### src/rtl/processor_multicycle_pkg.sv
// Shared encodings for the multi-cycle RV32I-subset core: opcodes, FSM states,
// ALU control and immediate-select codes, and the control bundle.
package processor_multicycle_pkg;

  localparam logic [6:0] OP_LW  = 7'b0000011;
  localparam logic [6:0] OP_SW  = 7'b0100011;
  localparam logic [6:0] OP_R   = 7'b0110011;
  localparam logic [6:0] OP_I   = 7'b0010011;
  localparam logic [6:0] OP_BEQ = 7'b1100011;
  localparam logic [6:0] OP_JAL = 7'b1101111;

  typedef enum logic [3:0] {
    S_FETCH, S_DECODE, S_MEMADR, S_MEMREAD, S_MEMWB, S_MEMWRITE,
    S_EXECR, S_EXECI, S_ALUWB, S_BEQ, S_JAL, S_TRAP
  } state_e;

  typedef enum logic [2:0] {
    ALU_ADD = 3'b000,
    ALU_SUB = 3'b001,
    ALU_AND = 3'b010,
    ALU_OR  = 3'b011,
    ALU_SLT = 3'b101
  } alu_ctrl_e;

  typedef enum logic [1:0] {
    IMM_I = 2'b00,
    IMM_S = 2'b01,
    IMM_B = 2'b10,
    IMM_J = 2'b11
  } imm_src_e;

  typedef enum logic [1:0] {
    WB_ALUOUT = 2'b00,
    WB_DATA   = 2'b01,
    WB_PC     = 2'b10
  } wb_src_e;

  typedef struct packed {
    logic      mem_req;
    logic      mem_we;
    logic      addr_alu;   // mem_addr from ALUOut instead of PC
    logic      ir_we;      // also captures OldPC
    logic      pc_we;
    logic      pc_alu;     // PC <= ALUOut instead of PC+4
    logic      ab_we;
    logic      aluout_we;
    logic      srca_pc;    // ALU A operand is OldPC
    logic      srcb_imm;
    alu_ctrl_e alu_ctrl;
    imm_src_e  imm_src;
    logic      data_we;
    logic      rf_we;
    wb_src_e   wb_src;
    logic      retire;
    logic      halted;
  } ctrl_t;

  // ALUOp 00 = add, 01 = sub, otherwise decoded from funct3/funct7.
  function automatic alu_ctrl_e alu_decode(input logic [1:0] alu_op, input logic [2:0] funct3,
                                           input logic op5, input logic funct7b5);
    alu_ctrl_e ctl;
    ctl = ALU_ADD;
    case (alu_op)
      2'b00: ctl = ALU_ADD;
      2'b01: ctl = ALU_SUB;
      default: begin
        case (funct3)
          3'b000:  ctl = (op5 && funct7b5) ? ALU_SUB : ALU_ADD;
          3'b010:  ctl = ALU_SLT;
          3'b110:  ctl = ALU_OR;
          3'b111:  ctl = ALU_AND;
          default: ctl = ALU_ADD;
        endcase
      end
    endcase
    return ctl;
  endfunction

endpackage

### src/rtl/processor_multicycle_control.sv
// Control FSM of the multi-cycle core: sequences FETCH..writeback and emits
// the datapath enables/selects as one ctrl_t bundle.
module processor_multicycle_control
  import processor_multicycle_pkg::*;
(
  input  logic       clk,
  input  logic       rst_n,
  input  logic [6:0] opcode,
  input  logic [2:0] funct3,
  input  logic       funct7b5,
  input  logic       mem_ready,
  input  logic       a_eq_b,
  output ctrl_t      ctrl
);

  state_e state_q, state_d;

  always_ff @(posedge clk or negedge rst_n) begin
    if (!rst_n) state_q <= S_FETCH;
    else        state_q <= state_d;
  end

  always_comb begin
    ctrl          = '0;
    ctrl.alu_ctrl = ALU_ADD;
    ctrl.imm_src  = IMM_I;
    ctrl.wb_src   = WB_ALUOUT;
    state_d       = state_q;
    case (state_q)
      S_FETCH: begin
        ctrl.mem_req = 1'b1;
        if (mem_ready) begin
          ctrl.ir_we = 1'b1;
          ctrl.pc_we = 1'b1;
          state_d    = S_DECODE;
        end
      end
      S_DECODE: begin
        // Branch/jump target is precomputed here so BEQ/JAL need one cycle.
        ctrl.ab_we     = 1'b1;
        ctrl.aluout_we = 1'b1;
        ctrl.srca_pc   = 1'b1;
        ctrl.srcb_imm  = 1'b1;
        ctrl.imm_src   = (opcode == OP_JAL) ? IMM_J : IMM_B;
        case (opcode)
          OP_LW, OP_SW: state_d = S_MEMADR;
          OP_R:         state_d = S_EXECR;
          OP_I:         state_d = S_EXECI;
          OP_BEQ:       state_d = S_BEQ;
          OP_JAL:       state_d = S_JAL;
          default:      state_d = S_TRAP;
        endcase
      end
      S_MEMADR: begin
        ctrl.aluout_we = 1'b1;
        ctrl.srcb_imm  = 1'b1;
        ctrl.imm_src   = (opcode == OP_SW) ? IMM_S : IMM_I;
        state_d        = (opcode == OP_SW) ? S_MEMWRITE : S_MEMREAD;
      end
      S_MEMREAD: begin
        ctrl.mem_req  = 1'b1;
        ctrl.addr_alu = 1'b1;
        if (mem_ready) begin
          ctrl.data_we = 1'b1;
          state_d      = S_MEMWB;
        end
      end
      S_MEMWB: begin
        ctrl.rf_we  = 1'b1;
        ctrl.wb_src = WB_DATA;
        ctrl.retire = 1'b1;
        state_d     = S_FETCH;
      end
      S_MEMWRITE: begin
        ctrl.mem_req  = 1'b1;
        ctrl.mem_we   = 1'b1;
        ctrl.addr_alu = 1'b1;
        if (mem_ready) begin
          ctrl.retire = 1'b1;
          state_d     = S_FETCH;
        end
      end
      S_EXECR: begin
        ctrl.aluout_we = 1'b1;
        ctrl.alu_ctrl  = alu_decode(2'b10, funct3, opcode[5], funct7b5);
        state_d        = S_ALUWB;
      end
      S_EXECI: begin
        ctrl.aluout_we = 1'b1;
        ctrl.srcb_imm  = 1'b1;
        ctrl.alu_ctrl  = alu_decode(2'b10, funct3, opcode[5], funct7b5);
        state_d        = S_ALUWB;
      end
      S_ALUWB: begin
        ctrl.rf_we  = 1'b1;
        ctrl.retire = 1'b1;
        state_d     = S_FETCH;
      end
      S_BEQ: begin
        ctrl.pc_we  = a_eq_b;
        ctrl.pc_alu = 1'b1;
        ctrl.retire = 1'b1;
        state_d     = S_FETCH;
      end
      S_JAL: begin
        ctrl.rf_we  = 1'b1;
        ctrl.wb_src = WB_PC;
        ctrl.pc_we  = 1'b1;
        ctrl.pc_alu = 1'b1;
        ctrl.retire = 1'b1;
        state_d     = S_FETCH;
      end
      S_TRAP:  ctrl.halted = 1'b1;
      default: state_d = S_TRAP;
    endcase
  end

endmodule

### src/rtl/processor_multicycle.sv
// Multi-cycle RV32I-subset core on a single req/ready memory port; datapath
// (extend, ALU, register file) widened to XLEN, sequencing in the control FSM.
module processor_multicycle
  import processor_multicycle_pkg::*;
#(
  parameter int unsigned     XLEN     = 32,
  parameter logic [XLEN-1:0] RESET_PC = '0
) (
  input  logic            clk,
  input  logic            reset,
  output logic            mem_req,
  output logic            mem_we,
  output logic [XLEN-1:0] mem_addr,
  output logic [XLEN-1:0] mem_wdata,
  input  logic            mem_ready,
  input  logic [XLEN-1:0] mem_rdata,
  output logic [XLEN-1:0] pc_out,
  output logic [XLEN-1:0] alu_result,
  output logic            retire,
  output logic            halted
);

  ctrl_t ctrl;

  logic [XLEN-1:0] pc_q, pc_d, oldpc_q, oldpc_d, a_q, a_d, b_q, b_d;
  logic [XLEN-1:0] aluout_q, aluout_d, data_q, data_d;
  logic [31:0]     ir_q, ir_d;
  logic [XLEN-1:0] rf_q [32];

  logic [4:0]      rs1, rs2, rd;
  logic [31:0]     imm32;
  logic [XLEN-1:0] imm, rs1_val, rs2_val, src_a, src_b, alu_y, wb_val;

  assign rs1 = ir_q[19:15];
  assign rs2 = ir_q[24:20];
  assign rd  = ir_q[11:7];

  processor_multicycle_control u_ctrl (
    .clk       (clk),
    .rst_n     (reset),
    .opcode    (ir_q[6:0]),
    .funct3    (ir_q[14:12]),
    .funct7b5  (ir_q[30]),
    .mem_ready (mem_ready),
    .a_eq_b    (a_q == b_q),
    .ctrl      (ctrl)
  );

  always_comb begin
    case (ctrl.imm_src)
      IMM_S:   imm32 = {{20{ir_q[31]}}, ir_q[31:25], ir_q[11:7]};
      IMM_B:   imm32 = {{19{ir_q[31]}}, ir_q[31], ir_q[7], ir_q[30:25], ir_q[11:8], 1'b0};
      IMM_J:   imm32 = {{11{ir_q[31]}}, ir_q[31], ir_q[19:12], ir_q[20], ir_q[30:21], 1'b0};
      default: imm32 = {{20{ir_q[31]}}, ir_q[31:20]};
    endcase
    imm = XLEN'($signed(imm32));
  end

  assign rs1_val = (rs1 == 5'd0) ? '0 : rf_q[rs1];
  assign rs2_val = (rs2 == 5'd0) ? '0 : rf_q[rs2];

  assign src_a = ctrl.srca_pc  ? oldpc_q : a_q;
  assign src_b = ctrl.srcb_imm ? imm     : b_q;

  always_comb begin
    case (ctrl.alu_ctrl)
      ALU_SUB: alu_y = src_a - src_b;
      ALU_AND: alu_y = src_a & src_b;
      ALU_OR:  alu_y = src_a | src_b;
      ALU_SLT: alu_y = {{(XLEN-1){1'b0}}, ($signed(src_a) < $signed(src_b))};
      default: alu_y = src_a + src_b;
    endcase
  end

  // In JAL, PC already holds OldPC+4 (advanced in FETCH), so it is the link value.
  always_comb begin
    case (ctrl.wb_src)
      WB_DATA: wb_val = data_q;
      WB_PC:   wb_val = pc_q;
      default: wb_val = aluout_q;
    endcase
  end

  always_comb begin
    pc_d     = pc_q;
    oldpc_d  = oldpc_q;
    ir_d     = ir_q;
    a_d      = a_q;
    b_d      = b_q;
    aluout_d = aluout_q;
    data_d   = data_q;
    if (ctrl.ir_we) begin
      ir_d    = mem_rdata[31:0];
      oldpc_d = pc_q;
    end
    if (ctrl.pc_we)     pc_d = ctrl.pc_alu ? aluout_q : pc_q + XLEN'(4);
    if (ctrl.ab_we) begin
      a_d = rs1_val;
      b_d = rs2_val;
    end
    if (ctrl.aluout_we) aluout_d = alu_y;
    if (ctrl.data_we)   data_d   = mem_rdata;
  end

  always_ff @(posedge clk or negedge reset) begin
    if (!reset) begin
      pc_q     <= RESET_PC;
      oldpc_q  <= '0;
      ir_q     <= '0;
      a_q      <= '0;
      b_q      <= '0;
      aluout_q <= '0;
      data_q   <= '0;
    end else begin
      pc_q     <= pc_d;
      oldpc_q  <= oldpc_d;
      ir_q     <= ir_d;
      a_q      <= a_d;
      b_q      <= b_d;
      aluout_q <= aluout_d;
      data_q   <= data_d;
    end
  end

  // Register file is intentionally not reset; x0 is forced to zero on read.
  always_ff @(posedge clk) begin
    if (ctrl.rf_we && rd != 5'd0) rf_q[rd] <= wb_val;
  end

  // Gating with reset drops a pending request in the same cycle reset asserts.
  assign mem_req    = reset & ctrl.mem_req;
  assign mem_we     = reset & ctrl.mem_we;
  assign mem_addr   = ctrl.addr_alu ? aluout_q : pc_q;
  assign mem_wdata  = b_q;
  assign pc_out     = pc_q;
  assign alu_result = aluout_q;
  assign retire     = ctrl.retire;
  assign halted     = ctrl.halted;

endmodule

### config.mk
export PLATFORM = sky130hd
export DESIGN_NAME = processor_multicycle
export DESIGN_NICKNAME = d
export VERILOG_FILES = /design/src/rtl/processor_multicycle_pkg.sv /design/src/rtl/processor_multicycle_control.sv /design/src/rtl/processor_multicycle.sv
export SDC_FILE = /design/constraint.sdc
export NUM_CORES = 2
export LEC_CHECK = 0
export BUFFER_PORTS_ARGS = -buffer_cell sky130_fd_sc_hd__buf_2
export CORE_ASPECT_RATIO = 1.5
export CORE_MARGIN = 3
export CORE_UTILIZATION = 30
export CTS_BUF_LIST = sky130_fd_sc_hd__clkbuf_4 sky130_fd_sc_hd__clkbuf_8
export DETAILED_ROUTE_END_ITERATION = 10
export GPL_ROUTABILITY_DRIVEN = 0
export SYNTH_ARGS = -nofsm -noshare
export SYNTH_HDL_FRONTEND = slang
export SYNTH_SLANG_ARGS = --single-unit
### constraint.sdc
create_clock -name clk -period 4.5 [get_ports clk]
set_input_delay 0.9 -clock clk [delete_from_list [all_inputs] [get_ports clk]]
set_output_delay 0.9 -clock clk [all_outputs]
set_load 0.05 [all_outputs]
==> impl_metrics.csv <==
group,metric,value,unit
timing,final_hold_viol_count,0,
timing,skew,57.2,ps
final_layout,final_util,34.9,%
yosys,synth_cell_types,92,
final_layout,layout_common_cells,"edfxtp_1 (1024), mux4_2 (608), nand2_1 (460)",
yosys,postSynthAreaPerCell,15.4,µm²
clocking,numCtsBuffers,183,
power_and_ir_drop,p_leak,24.8,nW
final_layout,drive_above_1_share,33.7,%
final_layout,final-instance-count-excl-fill,7348,
yosys,synth_seq_cells,1252,
clocking,clock_tree.buffer_depth,4,
critical_path,crit_required,5320,ps
timing,drv_slew,0,
place,dp.cells,7013,
critical_path,worstSetupPathType,"flop to flop",
final_layout,syn_to_final_growth,15.4,%
timing,relSlewSlack,5.29,%
timing,setup_viol_count_final,0,
detailed_routing,vias,41800,
critical_path,end_kind,"flop",
final_layout,nets,4553,
clocking,clk_pin_slew,70,ps
power_and_ir_drop,ir_worst_vdd,0.614,mV
timing,holdWs,250,ps
yosys,synthCells,4096,
detailed_routing,avgViaCountPerCell,5.68,
status,status,"complete, no violations",
critical_path,start_kind,"flop",
worst_hold_path,hp-class,"input pin to flop",
yosys,ys_async_sr_fraction,18.2,%
yosys,synth_ff_type,"edfxtp_1",
critical_path,critPathMaxFanout,5,
detailed_routing,postRouteWirelength,216000,µm
timing,finalCriticalPeriod,4390,ps
global_route,antenna_found_initial,8,
yosys,synth-edff-count,1024,
place,place.port_buffers,166,
global_route,track_usage,19.5,%
clocking,clock-sinks,1252,
critical_path,rrSetupSlack,110,ps
critical_path,critical_path_arrival,5210,ps
die,start_util,30.3,%
timing,min_period_over_period,97.5,%
global_route,grt.overflow.total,0,
final_layout,final_area,72900,µm²
detailed_routing,drc,0,
yosys,synth_area,63200,µm²
die,rows,205,
detailed_routing,drt_iter0_drc,4446,
yosys,synth-seq-area-share,57.7,%
die,die_area,216000,µm²
die,coreArea,209000,µm²
clocking,clk_root_buffer_cell,"clkbuf_8",
timing,max_freq,228,MHz
detailed_routing,avgRoutedWirePerCell,29.4,µm
flow_run,maxCapViolations,0,
clocking,h-tree-depth,4,
place,post-dp-hpwl,136000,µm
place,place_area,69000,µm²
die,pin_count,167,
global_route,grt_pass1_vias,42500,
power_and_ir_drop,power_density,804,nW/µm²
global_route,grt_max_degree,139,
timing,tightest_slew,1420,ps
die,fp.dieW,381,µm
global_route,grt_pass1_wl,308000,µm
clocking,clock_latency,900,ps
die,die_h,568,µm
detailed_routing,ant_nets,0,
detailed_routing,firstDrtPassIters,6,
clocking,cts_tree,"yes",
final_layout,layout_commonest_cell,"edfxtp_1",
yosys,yosysWarningCount,0,
==> per-layer routing <==
layer  wire length (µm)  track usage (%)  vias to the layer above
met5                 46                0                        -
met4              15300             11.8                        6
met3              18400             3.65                      672
met2             108000             33.9                     2458
met1              73900             22.3                    21700
li1                   -                -                    17000
==> layout make-up <==
cell class                 count  area (µm²)
clock inverter                72         539
fill                       20000      136000
clock buffer                 245        3060
antenna                        5        12.5
timing repair buffer         405        3080
tap                         2794        3500
sequential                  1252       36500
multi-input combinational   2463       25800
inverter                     112         420
==> report_power, final <==
| part | total, mW | internal (mW) | switching, mW | leakage (nW) |
|---|---|---|---|---|
| clock | 9.35 | 4.82 | 4.52 | 1.89 |
| combinational | 31.6 | 11.8 | 19.7 | 10.9 |
| sequential | 17.7 | 15.7 | 2.00 | 12.0 |
==> cell families after synthesis <==
kind of cell,Yosys count,share of synthesized area [%]
other,1,0.00594
adder cells (fa/ha/maj),101,2.02
AND/OR/NAND/NOR,837,5.78
multiplexers,781,24.6
buffers and inverters,412,2.62
flip-flops,1252,57.7
AO/OA/AOI/OAI,671,6.70
XOR/XNOR,41,0.568
==> cells in the mapped netlist, drive strengths merged (21+ instances only) <==
master,count,area [µm²]
buf,104,502
clkbuf,196,736
o21ai,234,1190
nor2,160,601
inv,111,417
o22ai,46,288
a21o,24,180
dfrtp,228,5710
ha,99,1240
xnor2,30,263
a22oi,41,313
a221oi,22,199
nand2,463,1740
mux2i,93,931
nand3,35,180
nor3,39,210
or3,21,131
mux4,608,13700
mux2,80,901
edfxtp,1024,30700
a21oi,164,828
==> critical path, cell delays in order (launching register included) <==
cell       delay (ps)
dfrtp_1           380
or3_4             400
nor3_2            160
buf_4             150
nand3_4           110
nand2_4           110
buf_4             130
mux2i_1           180
a21oi_1           110
ha_2              390
inv_2              60
o32a_1            370
buf_4             160
a22oi_2           250
o41ai_4           110
buf_4             160
buf_4             160
o21ai_1           140
buf_4             150
a21oi_1            80
a2bb2oi_1         140
mux2_2            280
a21oi_1           150
==> through the flow <==
| stage | setup slack (ps) | power (mW) | TNS (ps) |
|---|---|---|---|
| 2_1_floorplan | 139 | 37.5 | 0 |
| 3_3_place_gp | -160 | 48.1 | -282 |
| 3_5_place_dp | -109 | 48.4 | -364 |
| 4_1_cts | 19.0 | 57.9 | 0 |
| 5_1_grt | -20.1 | 61.2 | -37.8 |
| 6_report | 113 | 58.6 | 0 |
==> what timing repair did <==
action / CTS / global route
buffers inserted: 3 / 9
gates resized for setup: 7 / 32
pin swaps: 4 / 17
hold endpoints to repair: 52 / 0
hold buffers: 1 / 0
endpoints found under the setup margin: 10 / 20
==> worst paths after layout <==
| path | start | depth (start not counted) | to |
|---|---|---|---|
| worst max-delay path | ir_q[6] | 22 | alu_result[23] |
| worst min-delay path | mem_rdata[1] | 3 | ir_q[1] |
| worst max register to register | ir_q[6] | 22 | alu_result[23] |
| worst min register to register | oldpc_q[17] | 2 | oldpc_q[17] |
| max in group asynchronous | reset | 3 | ir_q[18] |
| min in group asynchronous | reset | 2 | pc_out[10] |
==> flip-flops by register name (all words and copies together), names as in the netlist <==
signal	cells
pc_out	32
a_q	32
data_q	32
u_ctrl.state_q	4
oldpc_q	32
alu_result	32
mem_wdata	32
ir_q	32
rf_q	1024
No activity file was read; power rests on OpenSTA's default activity.
